===== config.mk =====
export PLATFORM = sky130hd
export DESIGN_NAME = mdio_phy_responder
export DESIGN_NICKNAME = d
export VERILOG_FILES = /design/src/rtl/mdio_phy_responder.sv
export SDC_FILE = /design/constraint.sdc
export NUM_CORES = 1
export LEC_CHECK = 0
export CORE_MARGIN = 10
export CORE_UTILIZATION = 65
export CTS_CLUSTER_SIZE = 12
export DETAILED_ROUTE_END_ITERATION = 16
export PLACE_DENSITY = 0.83
export RECOVER_POWER = 50
export SYNTH_ARGS = -nofsm -noshare
export SYNTH_HDL_FRONTEND = slang
export SYNTH_SLANG_ARGS = --single-unit
export TNS_END_PERCENT = 5

===== constraint.sdc =====
create_clock -name clk -period 7.8 [get_ports clk]
set_input_delay 1.56 -clock clk [delete_from_list [all_inputs] [get_ports clk]]
set_output_delay 1.56 -clock clk [all_outputs]
set_load 0.005 [all_outputs]

===== src/rtl/mdio_phy_responder.sv =====
// Clause 22 MDIO PHY-side responder: decodes frames for PHY_ADDR and serves a 32x16 register file.
// Define MDIO_SYNC_EN to put 2-flop synchronizers on mdc/mdio_i (adds 2 clk latency).
module mdio_phy_responder #(
   parameter logic [4:0]  PHY_ADDR = 5'h01,
   parameter int          PRE_LEN  = 32,
   parameter logic [15:0] REG0_RST = 16'h1140
) (
   input  logic        clk,
   input  logic        rst,
   input  logic        mdc,
   input  logic        mdio_i,
   output logic        mdio_o,
   output logic        mdio_oe,
   input  logic [15:0] stat_in,
   output logic [15:0] ctrl_out,
   output logic        reg_wr,
   output logic [4:0]  reg_wr_addr,
   output logic [15:0] reg_wr_data,
   output logic        busy,
   output logic        frame_err
);

   localparam int CW = $clog2(PRE_LEN + 1);
   localparam logic [CW-1:0] PRE_MAX = CW'(PRE_LEN);

   localparam logic [3:0] S_IDLE   = 4'd0;
   localparam logic [3:0] S_ST     = 4'd1;
   localparam logic [3:0] S_OP     = 4'd2;
   localparam logic [3:0] S_PHYAD  = 4'd3;
   localparam logic [3:0] S_REGAD  = 4'd4;
   localparam logic [3:0] S_READ   = 4'd5;
   localparam logic [3:0] S_WRITE  = 4'd6;
   localparam logic [3:0] S_IGNORE = 4'd7;
   localparam logic [3:0] S_WRDONE = 4'd8;

   logic mdc_s, mdio_s;

`ifdef MDIO_SYNC_EN
   logic [1:0] mdc_sync_q, mdio_sync_q;
   always_ff @(posedge clk) begin
      if (rst) begin
         mdc_sync_q  <= 2'b00;
         mdio_sync_q <= 2'b00;
      end else begin
         mdc_sync_q  <= {mdc_sync_q[0], mdc};
         mdio_sync_q <= {mdio_sync_q[0], mdio_i};
      end
   end
   assign mdc_s  = mdc_sync_q[1];
   assign mdio_s = mdio_sync_q[1];
`else
   assign mdc_s  = mdc;
   assign mdio_s = mdio_i;
`endif

   logic          mdc_q;
   logic [3:0]    state_q, state_d;
   logic [CW-1:0] pre_cnt_q, pre_cnt_d;
   logic [4:0]    bit_cnt_q, bit_cnt_d;
   logic          op_hi_q, op_hi_d;
   logic          is_read_q, is_read_d;
   logic [4:0]    phyad_q, phyad_d;
   logic [4:0]    regad_q, regad_d;
   logic [15:0]   shift_q, shift_d;
   logic          mdio_o_q, mdio_o_d;
   logic          mdio_oe_q, mdio_oe_d;
   logic          frame_err_q, frame_err_d;
   logic          reg_wr_q, reg_wr_d;
   logic [4:0]    reg_wr_addr_q, reg_wr_addr_d;
   logic [15:0]   reg_wr_data_q, reg_wr_data_d;
   logic [15:0]   regs_q [0:31];

   logic        rise;
   logic [4:0]  reg_sel;
   logic [15:0] rd_data;

   assign rise    = mdc_s & ~mdc_q;
   assign reg_sel = {regad_q[3:0], mdio_s};
   // Register 1 is never stored; reads always see the live status.
   assign rd_data = (reg_sel == 5'd1) ? stat_in : regs_q[reg_sel];

   always_comb begin
      state_d       = state_q;
      pre_cnt_d     = pre_cnt_q;
      bit_cnt_d     = bit_cnt_q;
      op_hi_d       = op_hi_q;
      is_read_d     = is_read_q;
      phyad_d       = phyad_q;
      regad_d       = regad_q;
      shift_d       = shift_q;
      mdio_o_d      = mdio_o_q;
      mdio_oe_d     = mdio_oe_q;
      frame_err_d   = 1'b0;
      reg_wr_d      = 1'b0;
      reg_wr_addr_d = reg_wr_addr_q;
      reg_wr_data_d = reg_wr_data_q;
      if (state_q == S_WRDONE) begin
         reg_wr_d      = 1'b1;
         reg_wr_addr_d = regad_q;
         reg_wr_data_d = shift_q;
         state_d       = S_IDLE;
      end else if (rise) begin
         bit_cnt_d = bit_cnt_q + 5'd1;
         case (state_q)
            S_IDLE: begin
               if (mdio_s) begin
                  if (pre_cnt_q != PRE_MAX) pre_cnt_d = pre_cnt_q + 1'b1;
               end else if (pre_cnt_q >= PRE_MAX) begin
                  state_d   = S_ST;
                  pre_cnt_d = '0;
               end else begin
                  pre_cnt_d = '0;
               end
            end
            S_ST: begin
               bit_cnt_d = 5'd0;
               if (mdio_s) begin
                  state_d = S_OP;
               end else begin
                  frame_err_d = 1'b1;
                  state_d     = S_IDLE;
               end
            end
            S_OP: begin
               if (bit_cnt_q == 5'd0) begin
                  op_hi_d = mdio_s;
               end else if (op_hi_q != mdio_s) begin
                  is_read_d = op_hi_q;
                  bit_cnt_d = 5'd0;
                  state_d   = S_PHYAD;
               end else begin
                  frame_err_d = 1'b1;
                  state_d     = S_IDLE;
               end
            end
            S_PHYAD: begin
               phyad_d = {phyad_q[3:0], mdio_s};
               if (bit_cnt_q == 5'd4) begin
                  bit_cnt_d = 5'd0;
                  state_d   = S_REGAD;
               end
            end
            S_REGAD: begin
               regad_d = reg_sel;
               if (bit_cnt_q == 5'd4) begin
                  bit_cnt_d = 5'd0;
                  if (phyad_q != PHY_ADDR) begin
                     state_d = S_IGNORE;
                  end else if (is_read_q) begin
                     shift_d = rd_data;
                     state_d = S_READ;
                  end else begin
                     state_d = S_WRITE;
                  end
               end
            end
            S_READ: begin
               // bit_cnt 0 is the TA zero, 1..16 the data, 17 releases the pad.
               if (bit_cnt_q == 5'd0) begin
                  mdio_oe_d = 1'b1;
                  mdio_o_d  = 1'b0;
               end else if (bit_cnt_q <= 5'd16) begin
                  mdio_o_d = shift_q[15];
                  shift_d  = {shift_q[14:0], 1'b0};
               end else begin
                  mdio_oe_d = 1'b0;
                  mdio_o_d  = 1'b0;
                  state_d   = S_IDLE;
               end
            end
            S_WRITE: begin
               if (bit_cnt_q >= 5'd2) shift_d = {shift_q[14:0], mdio_s};
               if (bit_cnt_q == 5'd17) state_d = S_WRDONE;
            end
            S_IGNORE: begin
               if (bit_cnt_q == 5'd17) state_d = S_IDLE;
            end
            default: state_d = S_IDLE;
         endcase
      end
   end

   always_ff @(posedge clk) begin
      if (rst) begin
         mdc_q         <= 1'b0;
         state_q       <= S_IDLE;
         pre_cnt_q     <= '0;
         bit_cnt_q     <= 5'd0;
         op_hi_q       <= 1'b0;
         is_read_q     <= 1'b0;
         phyad_q       <= 5'd0;
         regad_q       <= 5'd0;
         shift_q       <= 16'h0;
         mdio_o_q      <= 1'b0;
         mdio_oe_q     <= 1'b0;
         frame_err_q   <= 1'b0;
         reg_wr_q      <= 1'b0;
         reg_wr_addr_q <= 5'd0;
         reg_wr_data_q <= 16'h0;
         for (int i = 0; i < 32; i++) regs_q[i] <= (i == 0) ? REG0_RST : 16'h0;
      end else begin
         mdc_q         <= mdc_s;
         state_q       <= state_d;
         pre_cnt_q     <= pre_cnt_d;
         bit_cnt_q     <= bit_cnt_d;
         op_hi_q       <= op_hi_d;
         is_read_q     <= is_read_d;
         phyad_q       <= phyad_d;
         regad_q       <= regad_d;
         shift_q       <= shift_d;
         mdio_o_q      <= mdio_o_d;
         mdio_oe_q     <= mdio_oe_d;
         frame_err_q   <= frame_err_d;
         reg_wr_q      <= reg_wr_d;
         reg_wr_addr_q <= reg_wr_addr_d;
         reg_wr_data_q <= reg_wr_data_d;
         if (state_q == S_WRDONE && regad_q != 5'd1) regs_q[regad_q] <= shift_q;
      end
   end

   assign mdio_o      = mdio_o_q;
   assign mdio_oe     = mdio_oe_q;
   assign frame_err   = frame_err_q;
   assign reg_wr      = reg_wr_q;
   assign reg_wr_addr = reg_wr_addr_q;
   assign reg_wr_data = reg_wr_data_q;
   assign ctrl_out    = regs_q[0];
   assign busy        = (state_q != S_IDLE) && (state_q != S_WRDONE);

endmodule

==> qor.json <==
{
  "fmax_mhz": 202,
  "clock_latency_on_the_worst_skew_pair_ps": 630,
  "netlist_instances": 2189,
  "yosys.cell_count.top_type": "edfxtp_1",
  "violations": "capacitance limit, slew limit",
  "min_path_type": "register to register",
  "diodes": 0,
  "ctsHtreeMaxLevel": 2,
  "ys.flop_type": "edfxtp_1",
  "finalNetCount": 2218,
  "max-cap-violations": 2,
  "initial_core_util_pct": 65.5,
  "intPower_mw": 5.08,
  "clock_sinks": 581,
  "synth.area.mux_share_pct": 8.56,
  "critical_path.max_stage_delay_ps": 2880,
  "io_buffers": 61,
  "grt_overflow": 0,
  "worst-slew-pin-transition_ps": 4040,
  "power.density_cell_area_mw_per_mm2": 220,
  "rows": 75,
  "run_status": "finished, violations left",
  "netlist-cell-type-count": 71,
  "cp_required_ps": 8310,
  "route.antenna.remaining_nets": 0,
  "cts_made_buffers": 58,
  "yosysWarningCount": 0,
  "synth-simple-area-share_pct": 17.7,
  "drt_drc_violations_left": 0,
  "synth_sequential_area_ratio_pct": 61.3,
  "syn_to_layout_area_delta_pct": 9.19,
  "mappedNetlistArea_mm2": 0.0273,
  "grt_setup_unrepaired": "no",
  "worstPathCellList": "clkbuf_1, clkbuf_1, nor2_1, nand4_1, a31oi_1, o2bb2ai_1",
  "setup_viol": 0,
  "setup.worst_path.start_class": "input port",
  "first_pass_grt_wire_length_um": 111000,
  "place_congestion": 1.02,
  "drt_iter0_drc": 2789,
  "cpMaxStageDelayCell": "clkbuf_1",
  "post_cts_resize_count": 0,
  "synth_top_area_cell": "edfxtp_1",
  "crit_top_cell": "clkbuf_1",
  "synthesis.area_per_instance_um2": 12.5,
  "detailroute.via_count": 18300,
  "synth.area.top_cells": "edfxtp_1 (56%), and2_1 (11%), mux2i_1 (5.3%), dfxtp_1 (5.1%), mux4_2 (3.0%)",
  "cts-hold-fix-buffers": 0,
  "clock_power_share_pct": 39.6,
  "critPathArrivalTime_ps": 5460,
  "leading_cell_types_by_count_after_synthesis": "edfxtp_1 (512), and2_1 (498), mux2i_1 (145)",
  "finalWirelength_um": 75100,
  "grt_antenna_before_repair": 2,
  "core_area_mm2": 0.0418,
  "relative_max_transition_margin_pct": -169,
  "final.period_utilization_pct": 63.4,
  "postSynth.asyncResetShare_pct": 0,
  "timing.setup.tns_ps": 0,
  "route.detailed.wl_per_inst_um": 27.1,
  "die-height_um": 225,
  "layout-drive-gt1-share_pct": 8.66,
  "number_of_primary_i_o_pins": 62,
  "cts_root_buf": "clkbuf_16",
  "final-max-slew-violation-count": 109,
  "utilization_after_layout_pct": 71.5,
  "synth_adder_area_share_pct": 0.320,
  "synth_top_area_share_pct": 56.2,
  "hold_viol": 0,
  "cts_max_path_buffers": 3,
  "comb_power_share_pct": 6.3,
  "finalWorstPathRequiredPeriod_ps": 4950,
  "power.switching_fraction_pct": 22.6,
  "synth-edff-count": 512,
  "dominant_combinational_cell_family_by_area_after_synthesis": "simple AND/OR/NAND/NOR gates",
  "detail_route.first_pass.iterations": 7,
  "seq_power_share_pct": 54.0,
  "floorplan.die_area_mm2": 0.0507,
  "total_leakage_power_nw": 10.4,
  "grt_pass1_vias": 17900,
  "clk_transition_reported_paths_ps": 70,
  "vdd_ir_drop_max_mv": 0.183,
  "cp_capture_type": "register",
  "switching_power_mw": 1.48,
  "track_usage_pct": 29.4,
  "hpwlAfterDp_um": 46300,
  "yosys.area_share.xor_xnor_pct": 0.320,
  "grt_max_degree": 114,
  "viasPerCell": 6.60,
  "cts_tree": "yes",
  "synth_compound_area_share_pct": 8.31,
  "critical_path_peak_fanout": 73,
  "post-cts-setup-buffers": 0,
  "skew_ps": 28.5,
  "criticalPathCategory": "input port to register",
  "synth-seq-cells": 581,
  "overall_die_width_um": 225
}
## cell families after synthesis
kind of cell / count (synthesis)
simple gates: 865
mux: 188
flops: 581
compound gates: 328
buf+inv: 209
xor+xnor: 10
other cells: 1
fa+ha+maj: 7
## worst max-delay path: cells and delay by family
family | cells | cell delay, ps
buffers and inverters | 2 | 3210
and+or+nand+nor | 2 | 430
AOI/OAI and AO/OA | 2 | 210
## power groups by stage
stage | sequential [mW] | combinational, mW | clock, mW
global placement | 3.60 | 0.401 | 0
floorplan | 3.57 | 0.259 | 0
finish | 3.55 | 0.414 | 2.60
CTS | 3.54 | 0.409 | 2.61
detailed placement | 3.61 | 0.406 | 0
global route | 3.55 | 0.432 | 2.72
## registers in the layout (all words and copies together) (netlist names)
signal       flops
bit_cnt_q        5
frame_err        1
is_read_q        1
mdc_q            1
mdio_o           1
mdio_oe          1
op_hi_q          1
phyad_q          5
pre_cnt_q        6
reg_wr           1
reg_wr_addr      5
reg_wr_data     16
regad_q          5
regs_q         512
shift_q         16
state_q          4
## layer usage
| layer | up-vias | track usage (%) | part of all wire [%] |
|---|---|---|---|
| met2 | 1193 | 45.6 | 46 |
| met1 | 8941 | 38.8 | 37 |
| li1 | 7860 | - | - |
| met4 | 0 | 14.8 | 5.6 |
| met3 | 273 | 6.36 | 12 |
| met5 | - | 0 | 0 |
## final cells by class
type	count	area [µm²]
flip-flops and latches	581	16800
multi-input cells	1414	9650
clock buffers	85	1640
inverters	14	52.6
clock inverters	13	81.3
well taps	539	674
repair buffers	122	991
fillers	2724	11900
## cell usage in the layout, fill, tap and decap left out, types with 6 or more instances in the layout
cell type,n
nand4_1,11
dfxtp_1,65
dlygate4sd3_1,41
o21ai_0,51
clkdlybuf4s50_1,18
a311oi_2,14
edfxtp_1,512
a21oi_1,81
nand3_1,18
nor2b_1,12
nand2_1,120
and2_0,68
buf_4,33
o221a_2,13
and2_1,430
o31ai_1,6
nor2_1,125
conb_1,16
nor3_1,20
or3_1,7
clkbuf_1,48
clkbuf_16,61
mux4_2,36
mux2i_1,145
a221oi_1,15
o211ai_1,26
a211oi_1,26
ha_1,7
nand2b_1,21
a22o_1,16
o21ai_1,22
a31oi_1,17
nor2_2,9
a22oi_1,15
inv_1,13
clkinv_1,9
## per-stage QoR
step           setup WS, ps  power, mW  hold slack (ps)  area [µm²]  instances
2_1_floorplan          3870       3.83              448       27400       2204
3_3_place_gp           3490       4.00              442       28300       2670
3_5_place_dp           3470       4.01              446       28300       2670
4_1_cts                3580       6.56              455       30000       2768
5_1_grt                2480       6.71              473       29900       2768
6_report               2850       6.56              450       29900       2768
## final timing paths
| check | depth (start not counted) | startpoint | slack, ps | endpoint |
|---|---|---|---|---|
| setup / recovery | 6 | rst | 2850 | shift_q[15] |
| hold / removal | 2 | reg_wr_data[3] | 450 | reg_wr_data[3] |
| setup reg to reg | 7 | state_q[1] | 3230 | regs_q[20][11] |
| hold reg to reg | 2 | reg_wr_data[3] | 450 | reg_wr_data[3] |
No activity file was read; power rests on OpenSTA's default activity.
